File: config.mk
export PLATFORM = sky130hd
export DESIGN_NAME = beat_generator
export DESIGN_NICKNAME = d
export VERILOG_FILES = /design/src/rtl/beat_generator.sv
export SDC_FILE = /design/constraint.sdc
export NUM_CORES = 1
export LEC_CHECK = 0
export ABC_CLOCK_PERIOD_IN_PS = 6300
export BUFFER_PORTS_ARGS = -buffer_cell sky130_fd_sc_hd__clkbuf_2
export CORE_UTILIZATION = 67
export DETAILED_ROUTE_END_ITERATION = 7
export GPL_ROUTABILITY_DRIVEN = 0
export PLACE_DENSITY = 0.94
export SLEW_MARGIN = 30
export SYNTH_ARGS = -nofsm -noshare
export SYNTH_HDL_FRONTEND = slang
export SYNTH_SLANG_ARGS = --single-unit
export TNS_END_PERCENT = 100
File: constraint.sdc
create_clock -name clk_camera_in -period 6.3 [get_ports clk_camera_in]
set_input_delay 0.63 -clock clk_camera_in [delete_from_list [all_inputs] [get_ports clk_camera_in]]
set_output_delay 0.63 -clock clk_camera_in [all_outputs]
set_load 0.02 [all_outputs]
File: src/rtl/beat_generator.sv
// Metronome strobe generator: converts a BPM request into cycles-per-tick with an
// iterative restoring divider, then emits tick/beat/downbeat strobes at that period.
module beat_generator #(
  parameter int CLK_HZ            = 200_000_000,
  parameter int SUBDIV            = 4,
  parameter int BEATS_PER_MEASURE = 4,
  parameter int MIN_BPM           = 40,
  parameter int MAX_BPM           = 255
) (
  input  logic                                 clk_camera_in,
  input  logic                                 rst_in,
  input  logic                                 enable_in,
  input  logic [7:0]                           bpm_in,
  input  logic                                 sync_in,
  output logic                                 tick_out,
  output logic                                 beat_out,
  output logic                                 downbeat_out,
  output logic [$clog2(BEATS_PER_MEASURE)-1:0] beat_idx_out,
  output logic [31:0]                          period_out,
  output logic                                 busy_out
);

  localparam int          SW       = (SUBDIV > 1) ? $clog2(SUBDIV) : 1;
  localparam int          BW       = $clog2(BEATS_PER_MEASURE);
  localparam logic [39:0] DIVIDEND = 40'(CLK_HZ) * 40'd60;
  localparam logic [8:0]  MIN_B    = 9'(MIN_BPM);
  localparam logic [8:0]  MAX_B    = 9'(MAX_BPM);

  typedef enum logic [1:0] {DIV_IDLE, DIV_RUN, DIV_DONE} div_state_t;

  div_state_t  div_state, div_next;
  logic [7:0]  bpm_eff, bpm_cur;
  logic [39:0] divisor, rem, quo, rem_nxt;
  logic [40:0] trial;
  logic        q_bit, div_start;
  logic [5:0]  bit_cnt;
  logic [31:0] pend_period;
  logic        pending_valid;

  logic [31:0] phase_cnt;
  logic [SW-1:0] sub_cnt;
  logic        run_q, running, restart, nat_tick, sub_wrap, beat_wrap, adopt;

  always_comb begin
    bpm_eff = bpm_in;
    if ({1'b0, bpm_in} < MIN_B)      bpm_eff = MIN_B[7:0];
    else if ({1'b0, bpm_in} > MAX_B) bpm_eff = MAX_B[7:0];
  end

  // One restoring step: shift the next dividend bit into the partial remainder.
  always_comb begin
    trial   = {rem, quo[39]};
    q_bit   = trial >= {1'b0, divisor};
    rem_nxt = q_bit ? 40'(trial - {1'b0, divisor}) : trial[39:0];
  end

  assign div_start = (div_state == DIV_IDLE) && (bpm_eff != bpm_cur);

  always_ff @(posedge clk_camera_in) begin
    if (!rst_in) div_state <= DIV_IDLE;
    else         div_state <= div_next;
  end

  always_comb begin
    div_next = div_state;
    case (div_state)
      DIV_IDLE: if (div_start) div_next = DIV_RUN;
      DIV_RUN:  if (bit_cnt == 6'd39) div_next = DIV_DONE;
      DIV_DONE: div_next = DIV_IDLE;
      default:  div_next = DIV_IDLE;
    endcase
  end

  always_ff @(posedge clk_camera_in) begin
    if (!rst_in) begin
      bpm_cur       <= '0;
      divisor       <= '0;
      rem           <= '0;
      quo           <= '0;
      bit_cnt       <= '0;
      pend_period   <= '0;
      pending_valid <= 1'b0;
    end else begin
      if (div_start) begin
        bpm_cur <= bpm_eff;
        divisor <= 40'(bpm_eff) * 40'(SUBDIV);
        rem     <= '0;
        quo     <= DIVIDEND;
        bit_cnt <= '0;
      end else if (div_state == DIV_RUN) begin
        rem     <= rem_nxt;
        quo     <= {quo[38:0], q_bit};
        bit_cnt <= bit_cnt + 6'd1;
      end
      // A fresh result wins over an adoption on the same edge.
      if (div_state == DIV_DONE) begin
        pend_period   <= (quo == '0) ? 32'd1 : quo[31:0];
        pending_valid <= 1'b1;
      end else if (adopt) begin
        pending_valid <= 1'b0;
      end
    end
  end

  assign busy_out  = (div_state != DIV_IDLE) || pending_valid;

  assign running   = enable_in && ((period_out != '0) || pending_valid);
  assign restart   = running && (!run_q || sync_in);
  assign nat_tick  = phase_cnt == 32'(period_out - 32'd1);
  assign sub_wrap  = sub_cnt == SW'(SUBDIV - 1);
  assign beat_wrap = beat_idx_out == BW'(BEATS_PER_MEASURE - 1);
  // New periods land only where a beat starts, keeping each beat uniform.
  assign adopt     = pending_valid && (restart || (running && nat_tick && sub_wrap));

  always_ff @(posedge clk_camera_in) begin
    if (!rst_in) begin
      tick_out     <= 1'b0;
      beat_out     <= 1'b0;
      downbeat_out <= 1'b0;
      beat_idx_out <= '0;
      period_out   <= '0;
      phase_cnt    <= '0;
      sub_cnt      <= '0;
      run_q        <= 1'b0;
    end else begin
      tick_out     <= 1'b0;
      beat_out     <= 1'b0;
      downbeat_out <= 1'b0;
      run_q        <= running;
      if (adopt) period_out <= pend_period;
      if (!enable_in) begin
        phase_cnt    <= '0;
        sub_cnt      <= '0;
        beat_idx_out <= '0;
      end else if (restart) begin
        phase_cnt    <= '0;
        sub_cnt      <= '0;
        beat_idx_out <= '0;
        tick_out     <= 1'b1;
        beat_out     <= 1'b1;
        downbeat_out <= 1'b1;
      end else if (running) begin
        if (nat_tick) begin
          phase_cnt <= '0;
          tick_out  <= 1'b1;
          if (sub_wrap) begin
            sub_cnt      <= '0;
            beat_out     <= 1'b1;
            beat_idx_out <= beat_wrap ? '0 : BW'(beat_idx_out + BW'(1));
            downbeat_out <= beat_wrap;
          end else begin
            sub_cnt <= SW'(sub_cnt + SW'(1));
          end
        end else begin
          phase_cnt <= phase_cnt + 32'd1;
        end
      end
    end
  end

endmodule

==> metrics.txt, run 1 <==
status complete, no violations; ys flop type dfxtp_1; layout cells sized above 1 8.66%; FFs w/ async S/R, synth 0%; number of global-route vias before repair 9583; fin area 11700 sq um; switching share of power 27.6%; Critical Path Fanout Max 32; Post-CTS Hold Buffers 0; pin count of the biggest net entering global routing 80; Min-Delay Startpoint bpm_in[2]; Post-DRT Antenna Nets 0; crit path cell chain or4_1, nor4_4, a32oi_1, a2111oi_2, nand4_1, nor4_2, buf_4, nand3_1, o211ai_1; maximum vdd ir drop 0.234 mV; top cell family by delay on the critical path simple AND/OR/NAND/NOR gates; DP Area about 11000 sq um; WP data required between 6 and 7 ns; Final Power 3.03 mW; Ys Warns 0; setup TNS 0 ns; final core utilization 75.6%; fin crit share 64.0%; final net count 1378; leakage power 4.18 nW; Die X 129 microns; Cell variety after synth 63; core footprint 15400 sq um; Reg2Reg Launch Point period_out[4]$_SDFFE_PN0P_; CP bufs+invs 1; Max Cap Viol 0; internal power ~2.2 mW; Non-Filler Instances 1574; Vias/cell ~6.7; Post-synth EDFFs 0; Ports 50; Post-Syn Instances 1370; Crit path largest cell delay approximately 0.75 ns; final setup violation count 0; syn nets 1396; Starting Density 69.6%; CTS tree done; cts bufs inserted 22; grt ovf 0; Synth top area share ~37%; Logic pwr share between 15 and 20%; Die Area 16500 sq um; Sw Pwr 836 uW; clock power share 40.3%; WL/cell 17.9 microns; Syn-to-layout area delta 8.71%; Post-Place Cells 1539; setup slack at placement 2.43 ns; PostCTS Resize Cnt 0; final worst path period need 4.03 ns; syn avg cell area 7.83 sq um; Total GRT Usage 34.4%; FF+latch count, synth around 200; worst hold slack 0.426 ns; filler cell count 1075; Startpoint Class register; Yosys top cell by area dfxtp_1; Arr. time, crit path around 4.5 ns; CP startpoint period_out[4]$_SDFFE_PN0P_; initial antenna violation count 0; CTS Sinks 201; via count 10500; measured slew at the worst slew-check pin 0.884 ns; first-pass GRT wire length 47000 microns; DRC 0; antenna cell count 0; Area contributors post-synth dfxtp_1 (37%), nand2_1 (7.1%), a21oi_1 (4.5%), xnor2_1 (4.3%), xor2_1 (4.1%); Port Buf Inserts just under 50; setup bufs post-CTS 0; H-Tree Level Count 1; CTS root buf clkbuf_16; synthesized cell area 10700 sq um; CP Capture Type register; Max Slew Vio Count 0; final WL 28300 microns; Final HPWL DP 18000 microns; clk slew on worst S/H paths 0.06 ns; crit path kind register to register; register share of total power 44.1%; Worst Skew 0.0114 ns; latest clock arrival within the worst-skew pair 0.51 ns; FP Rows 45; unrepaired setup endpoints after global routing no; Die Ht 129 microns; Final Hold Viols 0; Worst slew margin 40.6%; worst hold path class input pin to register; final worst slack 2.27 ns; CTS Buffer Depth 3; sequential area share after synthesis 37.5%; initial DRC count 1384; PwrDens 259 nW/um^2; Slowest-stage cell, CP or4_1; drt pass-1 iters 6; Peak Freq 248 MHz
-- kinds of logic (layout without fill, tap and decap cells) --
| logic type | count (synthesis) | count (layout) | synth area share (%) |
|---|---|---|---|
| adder cells (fa/ha/maj) | 14 | 14 | 1.70 |
| AND/OR/NAND/NOR | 625 | 625 | 29.3 |
| AO/OA/AOI/OAI | 294 | 294 | 17.8 |
| flip-flops | 201 | 201 | 37.5 |
| multiplexers | 9 | 9 | 0.874 |
| buffers and inverters | 124 | 117 | 4.49 |
| XOR/XNOR | 103 | 103 | 8.41 |
-- path summary, 6_finish.rpt --
| kind | endpoint | depth (start not counted) | slack [ns] |
|---|---|---|---|
| worst max-delay path | period_out[16]$_SDFFE_PN0P_ | 9 | 2.27 |
| worst min-delay path | bpm_cur[2]$_SDFFE_PN0P_ | 3 | 0.43 |
| worst max register to register | period_out[16]$_SDFFE_PN0P_ | 9 | 2.27 |
| worst min register to register | pend_period[20]$_SDFFE_PN0P_ | 2 | 0.46 |
-- cell usage in the layout (no fill, tap or decap), types with 4 or more instances in the layout --
cell       instances
nand2_1          201
dfxtp_1          201
a21oi_1           97
nor2_1            95
nand3_1           86
xnor2_1           53
xor2_1            50
clkbuf_2          48
and3_1            43
o21ai_0           43
nor4_1            38
nor3_1            34
o211ai_1          34
a32oi_1           33
nand4_1           32
a31oi_1           23
clkbuf_16         22
a211oi_1          20
inv_1             18
or4_1             13
ha_1              13
buf_4             13
nand2b_1          11
or3_1             10
and2_1            10
nor2b_1            8
a311oi_1           8
nor3b_1            6
nor4b_1            6
mux2i_1            6
clkbuf_1           6
o21a_1             4
nand3b_1           4
and4_1             4
nand4b_1           4
a21boi_0           4
-- flip-flops by register name, indices dropped and copies added (netlist names) --
register / count
sub_cnt: 2
div_state: 2
rem: 40
bit_cnt: 6
tick_out: 1
quo: 40
period_out: 32
bpm_cur: 8
beat_out: 1
pend_period: 32
pending_valid: 1
phase_cnt: 32
beat_idx_out: 2
run_q: 1
downbeat_out: 1
-- cells in the mapped netlist (7+ instances only) --
| library cell | number |
|---|---|
| ha_1 | 13 |
| a31oi_1 | 24 |
| nand3_1 | 86 |
| nand2_1 | 202 |
| nor2b_1 | 10 |
| xnor2_1 | 53 |
| xor2_1 | 50 |
| nor4_1 | 39 |
| a32oi_1 | 33 |
| and3_1 | 43 |
| nand2b_1 | 13 |
| a211oi_1 | 20 |
| or4_1 | 13 |
| or3_1 | 10 |
| inv_1 | 19 |
| a311oi_1 | 8 |
| nor2_1 | 96 |
| buf_2 | 7 |
| nor3_1 | 34 |
| o21ai_0 | 43 |
| and2_1 | 10 |
| o211ai_1 | 34 |
| nand4_1 | 32 |
| clkbuf_1 | 94 |
| a21oi_1 | 97 |
| dfxtp_1 | 201 |
-- final cells by class --
type / instances / area (sq um) / area share [%]
Clock inverter: 4 / 60.1 / 0.515
Sequential cell: 201 / 4020 / 34.5
Clock buffer: 31 / 614 / 5.27
Multi-Input combinational cell: 1045 / 6290 / 53.9
Timing Repair Buffer: 62 / 343 / 2.94
Inverter: 20 / 75.1 / 0.644
Tap cell: 211 / 264 / 2.26
-- worst reg2reg max path: cells and delay by family, from the launching register on --
family / cells / cell delay [ns]
and+or+nand+nor: 5 / 2.28
DFF: 1 / 0.42
buffers and inverters: 1 / 0.45
AOI/OAI and AO/OA: 3 / 0.80
-- power by group through the flow --
stage	Clock, mW	Sequential (mW)	Combinational (mW)
6_report	1.22	1.33	0.472
5_1_grt	1.28	1.34	0.516
4_1_cts	1.23	1.33	0.463
3_5_place_dp	0	1.36	0.459
3_3_place_gp	0	1.36	0.441
2_1_floorplan	0	1.35	0.359
-- routing by layer --
layer,global-route usage (%),vias up,wire (microns)
met2,55.3,593,12900
met1,46.5,4916,11900
met5,0,-,0
met3,4.62,102,2340
met4,14.9,0,1110
li1,-,4928,-
(Power assumes the default switching activity.)
==> run 2, diff against run 1 <==
--- a/config.mk
+++ b/config.mk
@@ -5,12 +5,12 @@
 export SDC_FILE = /design/constraint.sdc
 export NUM_CORES = 1
 export LEC_CHECK = 0
-export ABC_CLOCK_PERIOD_IN_PS = 6300
+export ABC_CLOCK_PERIOD_IN_PS = 3400
 export BUFFER_PORTS_ARGS = -buffer_cell sky130_fd_sc_hd__clkbuf_2
-export CORE_UTILIZATION = 67
+export CORE_UTILIZATION = 56
 export DETAILED_ROUTE_END_ITERATION = 7
 export GPL_ROUTABILITY_DRIVEN = 0
-export PLACE_DENSITY = 0.94
+export PLACE_DENSITY = 0.85
 export SLEW_MARGIN = 30
 export SYNTH_ARGS = -nofsm -noshare
 export SYNTH_HDL_FRONTEND = slang
==> constraint.sdc (replaced) <==
create_clock -name clk_camera_in -period 3.4 [get_ports clk_camera_in]
set_input_delay 0.34 -clock clk_camera_in [delete_from_list [all_inputs] [get_ports clk_camera_in]]
set_output_delay 0.34 -clock clk_camera_in [all_outputs]
set_load 0.02 [all_outputs]
==> run 2 against run 1 <==
Effect of this change: wire length fell by 1.7%; maximum frequency rose by 22%; power rose by 93%; non-clock buffer count rose by 51; cell count rose by 5.0%; worst setup slack got worse by 2.2 ns; first-iteration DRC count fell by 34%; register-to-register slack got worse by 2.2 ns; sequential share of layout area fell by 1.6 points; via count fell by 0.45%.
==> metrics.txt, run 2 (synthesis gave the netlist of run 1 again) <==
Sw Pwr 1.58 mW (was 836 uW); DRC 0 (unchanged); fin crit share 97.5% (was 64.0%); worst hold slack 0.134 ns (was 0.426 ns); Die Area 19700 sq um (was 16500 sq um); cts bufs inserted 22 (unchanged); clk slew on worst S/H paths 0.06 ns (about the same); Total GRT Usage 27.9% (was 34.4%); pin count of the biggest net entering global routing 63 (was 80); Starting Density 57.2% (was 69.6%); Die X 140 microns (was 129 microns); first-pass GRT wire length 46200 microns (was 47000 microns); crit path cell chain or4_4, nor4_4, a32oi_2, a2111oi_2, nand4_1, or4_1, or4_1, a21oi_1 (was or4_1, nor4_4, a32oi_1, a2111oi_2, nand4_1, nor4_2, buf_4, nand3_1, o211ai_1); final setup violation count 0 (unchanged); Post-CTS Hold Buffers 0 (unchanged); H-Tree Level Count 1 (unchanged); final worst slack 0.0860 ns (was 2.27 ns); final core utilization 65.2% (was 75.6%); Syn-to-layout area delta 14.1% (was 8.71%); leakage power 4.49 nW (was 4.18 nW); register share of total power 42.3% (was 44.1%); grt ovf 0 (unchanged); internal power 4.25 mW (was 2.19 mW); Arr. time, crit path 3.75 ns (was 4.45 ns); most frequent cells in the layout nand2_1 (201), dfxtp_1 (200), a21oi_1 (97) (was nand2_1 (201), dfxtp_1 (201), a21oi_1 (97)); area of the multi-input gates 6330 sq um (was 6290 sq um); Die Ht 140 microns (was 129 microns); drt pass-1 iters 5 (was 6); Final Hold Viols 0 (unchanged); commonest non-fill, non-tap cell in the layout nand2_1; crit path kind register to register (unchanged); Critical Path Fanout Max 10 (was 32); Vias/cell 6.35 (was 6.70); Slowest-stage cell, CP or4_4 (was or4_1); final net count 1429 (was 1378); unrepaired setup endpoints after global routing yes (was no); latest clock arrival within the worst-skew pair 0.51 ns (about the same); via count 10500 (about the same); FP Rows 50 (was 45); Post-DRT Antenna Nets 0 (unchanged); PwrDens 476 nW/um^2 (was 259 nW/um^2); worst hold path class input pin to register (unchanged); WP data required 3.84 ns (was 6.72 ns); core footprint 18800 sq um (was 15400 sq um); Worst slew margin 48.0% (was 40.6%); fin area 12200 sq um (was 11700 sq um); WL/cell 16.8 microns (was 17.9 microns); Worst Skew 0.0176 ns (was 0.0114 ns); Final HPWL DP 19200 microns (was 18000 microns); measured slew at the worst slew-check pin 0.775 ns (was 0.884 ns); setup slack at placement 0.0785 ns (was 2.43 ns); clock power share 41.6% (was 40.3%); CTS Sinks 201 (unchanged); maximum vdd ir drop 0.413 mV (was 0.234 mV); status complete, no violations (unchanged); setup TNS 0 ns (unchanged); layout cells sized above 1 13.0% (was 8.66%); filler cell count 1505 (was 1075); Peak Freq 302 MHz (was 248 MHz); CTS Buffer Depth 3 (unchanged); Max Slew Vio Count 0 (unchanged); number of global-route vias before repair 9766 (was 9583); CTS root buf clkbuf_16 (unchanged); CP Capture Type register (unchanged); Ports 50 (unchanged); initial DRC count 919 (was 1384); CTS tree done (unchanged); Port Buf Inserts 49 (unchanged); Crit path largest cell delay 0.57 ns (was 0.75 ns); antenna cell count 0 (unchanged); Logic pwr share 16.1% (was 15.6%); Largest regs quo (40), rem (40) (unchanged); Max Cap Viol 0 (unchanged); DP Area 11400 sq um (was 11000 sq um); Most common cell on crit path or4_1; final worst path period need 3.31 ns (was 4.03 ns); final WL 27800 microns (was 28300 microns); register area 4030 sq um (was 4020 sq um); switching share of power 27.1% (was 27.6%); initial antenna violation count 0 (unchanged); Startpoint Class register (unchanged)
[run 2: power by group through the flow]
| stage | clock network [mW] | registers [mW] | logic, mW |
|---|---|---|---|
| after floorplan | 0 | 2.50 | 0.666 |
| after global placement | 0 | 2.51 | 0.884 |
| after detailed placement | 0 | 2.51 | 0.906 |
| after CTS | 2.44 | 2.46 | 0.915 |
| after global routing | 2.54 | 2.47 | 1.03 |
| final | 2.42 | 2.46 | 0.937 |
[run 2: stage by stage]
stage | cells | total power, mW
floorplan | 1370 | 3.17
global placement | 1611 | 3.40
detailed placement | 1611 | 3.42
CTS | 1651 | 5.82
global route | 1653 | 6.05
finish | 1653 | 5.82
[run 2: metal layers]
metal  up-vias  global-route usage [%]  wire [microns]
met5         -                       0               0
met4         0                    14.6            1280
met3        90                    3.35            1550
met2       401                    47.5           13300
met1      4959                    34.6           11600
li1       5042                       -               -
[run 2: area by class of cell]
class,instances,share of cell area [%]
Clock inverter,5,0.429
Clock buffer,35,5.64
Inverter,20,0.613
Tap cell,234,2.39
Timing Repair Buffer,113,6.34
Sequential cell,201,32.9
Multi-Input combinational cell,1045,51.7
[run 2: critical path: cells and delay by family, from the launching register on]
family,cells,cell delay (ns)
flops,1,0.38
compound gates,3,0.75
simple gates,5,2.12
[run 2: worst paths after layout]
| path | slack [ns] | cells past startpoint | start | to |
|---|---|---|---|---|
| setup reg to reg | 0.09 | 8 | period_out[9]$_SDFFE_PN0P_ | beat_idx_out[0]$_SDFFE_PP0P_ |
| hold reg to reg | 0.45 | 2 | pend_period[3]$_SDFFE_PN0P_ | pend_period[3]$_SDFFE_PN0P_ |
| hold / removal | 0.13 | 3 | bpm_in[1] | bpm_cur[1]$_SDFFE_PN0P_ |
| setup / recovery | 0.09 | 8 | period_out[9]$_SDFFE_PN0P_ | beat_idx_out[0]$_SDFFE_PP0P_ |
[run 2: repair_timing]
item	CTS	global route
gates resized for setup	0	9
buffers inserted	0	2
setup endpoints to repair	0	74
